### src/rtl/fft_pkg.sv
// Shared definitions for the FFT chain: default frame geometry and bank-select type.
package fft_pkg;

  localparam int FFT_SAMPLES = 4;
  localparam int FFT_WIDTH   = 32;

  typedef logic bank_sel_t;

endpackage

### src/rtl/bit_reverse_index.sv
// Combinational mirror of an index: bit gi of the result is bit LOG2-1-gi of the input.
module bit_reverse_index #(
  parameter int LOG2 = 2
) (
  input  logic [LOG2-1:0] idx,
  output logic [LOG2-1:0] rev_idx
);

  genvar gi;
  generate
    for (gi = 0; gi < LOG2; gi++) begin : g_mirror
      assign rev_idx[gi] = idx[LOG2-1-gi];
    end
  endgenerate

endmodule

### src/rtl/fft_frame_loader.sv
// Serial-to-parallel FFT front end: writes samples at bit-reversed positions into
// ping-pong banks and presents each complete frame to FFT stage 0.
module fft_frame_loader
  import fft_pkg::*;
#(
  parameter int SAMPLES = FFT_SAMPLES,
  parameter int WIDTH   = FFT_WIDTH
) (
  input  logic                       clk,
  input  logic                       reset,
  input  logic [WIDTH-1:0]           in_sample,
  input  logic                       in_valid,
  output logic                       in_ready,
  input  logic                       flush,
  output logic [WIDTH-1:0]           frame_out [SAMPLES-1:0],
  output logic                       frame_valid,
  input  logic                       frame_ready,
  output logic [$clog2(SAMPLES)-1:0] fill_level
);

  localparam int LOG2 = $clog2(SAMPLES);

  logic [WIDTH-1:0] bank_reg [2][SAMPLES];
  bank_sel_t        wr_bank_reg, wr_bank_next;
  bank_sel_t        rd_bank_reg, rd_bank_next;
  logic [1:0]       full_reg, full_next;
  logic [LOG2-1:0]  n_reg, n_next;
  logic [LOG2-1:0]  rev_idx;
  logic             accept;
  logic             release_frame;
  logic             last_sample;

  bit_reverse_index #(
    .LOG2 (LOG2)
  ) u_bit_reverse_index (
    .idx     (n_reg),
    .rev_idx (rev_idx)
  );

  assign in_ready    = !full_reg[wr_bank_reg] && !flush;
  assign frame_valid = full_reg[rd_bank_reg];
  assign fill_level  = n_reg;

  // Completion and release never hit the same bank: accept needs the write bank
  // empty, release needs the read bank full.
  always_comb begin
    accept        = in_valid && in_ready;
    release_frame = frame_valid && frame_ready;
    last_sample   = (n_reg == LOG2'(SAMPLES - 1));
    full_next     = full_reg;
    wr_bank_next  = wr_bank_reg;
    rd_bank_next  = rd_bank_reg;
    n_next        = n_reg;

    if (release_frame) begin
      full_next[rd_bank_reg] = 1'b0;
      rd_bank_next           = ~rd_bank_reg;
    end

    if (flush) begin
      n_next = '0;
    end else if (accept) begin
      if (last_sample) begin
        full_next[wr_bank_reg] = 1'b1;
        wr_bank_next           = ~wr_bank_reg;
        n_next                 = '0;
      end else begin
        n_next = n_reg + 1'b1;
      end
    end
  end

  always_ff @(posedge clk) begin
    if (reset) begin
      wr_bank_reg <= 1'b0;
      rd_bank_reg <= 1'b0;
      full_reg    <= '0;
      n_reg       <= '0;
      for (int b = 0; b < 2; b++) begin
        for (int i = 0; i < SAMPLES; i++) begin
          bank_reg[b][i] <= '0;
        end
      end
    end else begin
      wr_bank_reg <= wr_bank_next;
      rd_bank_reg <= rd_bank_next;
      full_reg    <= full_next;
      n_reg       <= n_next;
      if (accept) begin
        bank_reg[wr_bank_reg][rev_idx] <= in_sample;
      end
    end
  end

  genvar gi;
  generate
    for (gi = 0; gi < SAMPLES; gi++) begin : g_frame_out
      assign frame_out[gi] = bank_reg[rd_bank_reg][gi];
    end
  endgenerate

endmodule

### config.mk
export PLATFORM = sky130hd
export DESIGN_NAME = fft_frame_loader
export DESIGN_NICKNAME = d
export VERILOG_FILES = /design/src/rtl/fft_pkg.sv /design/src/rtl/bit_reverse_index.sv /design/src/rtl/fft_frame_loader.sv
export SDC_FILE = /design/constraint.sdc
export NUM_CORES = 1
export LEC_CHECK = 0
export CORE_ASPECT_RATIO = 1.5
export CORE_MARGIN = 3
export CORE_UTILIZATION = 54
export DETAILED_ROUTE_END_ITERATION = 8
export GPL_ROUTABILITY_DRIVEN = 0
export PLACE_DENSITY = 0.92
export SYNTH_ARGS = -nofsm -noshare
export SYNTH_HDL_FRONTEND = slang
export SYNTH_SLANG_ARGS = --single-unit
export TNS_END_PERCENT = 30
### constraint.sdc
create_clock -name clk -period 3 [get_ports clk]
set_clock_uncertainty 0.1 [all_clocks]
set_input_delay 0.6 -clock clk [delete_from_list [all_inputs] [get_ports clk]]
set_output_delay 0.6 -clock clk [all_outputs]
set_load 0.03 [all_outputs]
Yosys cells after proc, flatten, opt, wreduce, memory -nomap -nowiden
Memory sizes are Yosys's and may differ from the RTL's. A register that Yosys moved wholly into a read port is not among the register bits.
Cells that the tools add are included.
- register bits: 6
- latch bits: 0
- RAM bits: 256
- ROM bits: 0
- input port bits: 37
- output and inout port bits: 132
- logic and storage cells: 56
- memories kept: 1
- add/sub/neg operators: 1
- multipliers: 0
- div/mod/pow operators: 0
- magnitude comparators: 6
- eq/ne operators: 1
- shift-type cells: 0
- multiplexer cells: 25
- bitwise gates (word level): 7
- reduce and logical (&&, ||, !) cells: 11
- memory list (name ; words ; width ; read ports ; clocked after memory_dff ; write ports ; RTL line ; text):
    bank_reg ; 2 ; 128 ; 1 ; 1 ; 2 ; fft_frame_loader.sv:23 ; logic [WIDTH-1:0] bank_reg [2][SAMPLES];
- operators by type and width (kind ; count):
    $mux 128 ; 3
    $reduce_or 128->1 ; 1
    $demux 32 s2 ; 1
    $mux 32 ; 1
    $mux 1 ; 13
    $mux 2 ; 5
    $logic_and 1x1->1 ; 6
    $lt 1x2->1 const B ; 2
    $ge 3x3->1 const B ; 1
    $lt 3x1->1 const B ; 1
    $not 1->1 ; 3
    $not 2->3 ; 1
    $reduce_and 3->1 ; 1
    $add 2x1->2 const B ; 1
    $and 2x2->2 ; 1
    $demux 1 s1 ; 2
    $eq 2x2->1 const B ; 1
    $ge 1x1->1 const B ; 2
    $logic_not 1->1 ; 2
    $not 2->2 ; 1
    $or 2x2->2 ; 1
    $reduce_or 2->1 ; 1

Logic depth before layout (Yosys ltp)
- word-level depth: 11
- mapped depth: 6
- mapped depth without buffers: 5

Cells and area by module
From an unflattened synthesis, not the netlist that was laid out.
- cell total of the unflattened synthesis: 666
- area total of the unflattened synthesis: 10990.5 um2
- modules (own cells, without submodules) (module ; instances ; cells an instance ; area each (um2) ; sequential area each (um2)):
    fft_frame_loader ; 1 ; 664 ; 10975.5 ; 7827.5
    bit_reverse_index ; 1 ; 2 ; 15.0 ; 0.0

Least setup slack after synthesis
Ideal clock, no wire load.
- path kind: input -> register
- start point: input port flush
- end point: memory bank_reg[1][100] (netlist name), enable pin
- library setup time: 390 ps
- arrival: 1874 ps
- required time: 2510 ps
- setup slack: 636 ps
- cell stages on the path: 3
- path buffers: 0
- path through: nor3b_2 and4b_1 or2_1
- RTL lines (what ; RTL line ; text):
    start, declared ; fft_frame_loader.sv:14 ; input logic flush,
    end, declared ; fft_frame_loader.sv:23 ;

==> summary.md <==
| Metric | Value |
|---|---|
| Minimum clock period | `2.92 ns` |
| Cts hold-fix bufs | `0` |
| WS Path Type | `reg2out` |
| Unrepaired setup endpoints after global routing | `no` |
| Worst-margin pin slew | `0.542 ns` |
| Area leader, netlist | `edfxtp_1` |
| Critical Path, Cell by Cell | `buf_12, mux2_2, clkdlybuf4s50_1` |
| Die footprint | `approximately 22,000 um^2` |
| Port bufs | `168` |
| Cts bufs inserted | `23` |
| Post-synthesis sequential area ratio | `71.2%` |
| Post-synth top cells | `edfxtp_1, and2_1, mux2_2, clkbuf_1, buf_2` |
| Most used DFF post-synth | `edfxtp_1` |
| CP Max Fanout | `21` |
| Worst path top cell family by delay | `buffers and inverters` |
| Leakage | `about 5.1 nW` |
| Register-to-Register Path Depth | `6` |
| Area grow syn2layout | `26.3%` |
| Crit. path cell count | `3` |
| Power per cell area | `562 nW/um^2` |
| Final period utilization | `97.3%` |
| Post-Route WL | `25,600 um` |
| Via density | `5.53` |
| Post-Syn Area | `11,000 um^2` |
| Total GRT Usage | `23.4%` |
| Longest Clk Path Bufs | `3` |
| CP required | `2.30 ns` |
| Core area | `between 15,000 and 20,000 um^2` |
| Final #Nets | `897` |
| Number of flip-flops in the largest register | `256` |
| Row cnt | `63` |
| Die W | `122 um` |
| Synth async-reset ratio | `0%` |
| Arrival @ worst endpoint | `around 2.2 ns` |
| CP endpoint kind | `primary output` |
| Hold WS | `0.461 ns` |
| CTS Root Cell | `clkbuf_16` |
| Largest stage delay on the critical path | `0.66 ns` |
| Met2 usage | `about two fifths` |
| Yosys Warn Count | `0` |
| Leading cell type by number of instances after synthesis | `edfxtp_1` |
| CTS tree | `yes` |
| #FFs+latches synth | `263` |
| Layout cells sized above 1 | `23.9%` |
| Startpoint types | `register` |
| GR Util met1 | `28.3%` |
| Final ANT Viol Nets | `0` |
| 1st-pass router iterations | `5` |
| Largest net degree at the start of global routing | `33` |
| # H-tree levels | `1` |
| Most used routing layer | `met2` |
| Crit path buf inv count | `2` |
| DRT iter0 DRCs | `459` |
| Dominant cells by area after synthesis | `edfxtp_1, mux2_2, and2_1` |
| Initial Util | `55.3%` |
| Clock insertion delay at the later pin of the skew report | `0.51 ns` |
| Max Cap Viol | `0` |
| Maximum resistive drop on vdd | `0.407 mV` |
| Clock sinks | `263` |
| Cell variety after synth | `31` |
| Worst relative slew slack | `63.6%` |
| Diode count | `0` |
| Hold WC Path Type | `reg2reg` |
| Vias in the first global route | `6,691` |
| WL/cell | `about 23 um` |
| Setup TNS | `0 ns` |
| Net Count, Synth | `706` |
| Met3 usage | `3.23%` |
| Vias | `6,255` |
| Mapped Avg Cell Area | `about 17 um^2` |
| Hpwl dp | `around 16,000 um` |
| Fmax | `about 340 MHz` |
| Slew Limit Fails | `0` |
| Die Ht | `181 um` |
| Worst path slowest cell | `clkdlybuf4s50_1` |
| Post-synth EDFFs | `256` |
| Synth Instances | `between 600 and 700` |
| Global-route wire length before repair | `38,800 um` |
| Final setup vio count | `0` |
| Post-synth top area share | `69.9%` |
| Hold depth | `2` |
| Congestion Overflow GR | `0` |
| DRC violations left | `0` |
| Initial antenna violation count | `0` |
| IO Pins | `169` |
| Clock Pin Slew Worst Setup and Hold Paths | `0.07 ns` |
| Outcome | `finished clean` |
| Final hold viol count | `0` |
==> worst reg2reg max path, cell delays in order, from the launching register on <==
cell     delay, ns
dfxtp_1       0.42
inv_1         0.09
ha_1          0.24
nor4_1        0.53
nor4_4        0.05
buf_4         0.28
and2_1        0.26
==> logic make-up (layout without fill, tap and decap cells) <==
logic type	Yosys count	after routing	synth area share [%]
adders and majority gates	4	4	0.455
buffers and inverters	36	242	1.57
and+or+nand+nor	220	220	12.6
DFF	263	263	71.2
AOI/OAI and AO/OA	12	12	0.774
muxes	130	130	13.4
==> stage by stage <==
step | cells | setup WS [ns] | utilization [%] | area [um^2] | total power [mW]
after floorplan | 665 | 0.636 | - | 11000 | 4.61
after global placement | 1089 | 0.397 | 66.2 | 13100 | 4.93
after detailed placement | 1089 | 0.381 | 66.2 | 13100 | 4.95
after CTS | 1129 | 0.000303 | 69.8 | 13900 | 7.85
after global routing | 1131 | 0.0351 | 69.9 | 13900 | 8.01
final | 1131 | 0.0823 | 69.9 | 13900 | 7.81
==> layer usage <==
metal | part of all wire, % | routed length, um
met2 | 53 | 13600
met1 | 37 | 9420
met3 | 5.5 | 1420
met4 | 4.5 | 1150
met5 | 0 | 0
==> cell type report <==
type | instances | area (um^2)
Inverter | 3 | 11.3
Clock buffer | 25 | 583
Timing Repair Buffer | 199 | 1970
Sequential cell | 263 | 7830
Clock inverter | 15 | 163
Tap cell | 260 | 325
Multi-Input combinational cell | 366 | 3000
Fill cell | 1266 | 5980
==> layout by cell type (no fill, tap or decap), types with 2 or more instances in the layout <==
master and instances:
or2_2 5, dlygate4sd2_1 15, nand2b_1 2, a311oi_1 2, a21oi_1 2, clkdlybuf4s50_1 153
and2_1 192, bufinv_16 3, a21o_2 2, clkinv_2 5, buf_12 6, clkinv_1 3
buf_4 24, ha_1 4, nor2_1 5, inv_1 3, clkbuf_16 23, clkbuf_1 2
dfxtp_1 6, nand2_1 4, and3_1 4, edfxtp_1 256, mux2_2 129
==> worst paths after layout <==
path                            slack (ns)                        from                         to
worst max-delay path                  0.08                    register              frame_out[87]
worst max register to register        0.78  fill_level[0]$_SDFFE_PP0N_  bank_reg[1][87]$_DFFE_PP_
worst min-delay path                  0.46      full_reg[1]$_SDFF_PP0_     full_reg[1]$_SDFF_PP0_
worst min register to register        0.46      full_reg[1]$_SDFF_PP0_     full_reg[1]$_SDFF_PP0_
==> report_power, final <==
part / switching, mW / leakage, nW / internal (mW)
combinational: 0.384 / 2.10 / 0.253
sequential: 0.0437 / 2.68 / 4.18
clock: 1.27 / 0.367 / 1.67
total: 1.70 / 5.15 / 6.11
==> repair_timing <==
item | 4_1_cts | 5_1_grt
buffers inserted | 0 | 2
endpoints found under the setup margin | 26 | 44
gates resized for setup | 16 | 0
pin swaps | 0 | 0
(Power assumes the default switching activity.)
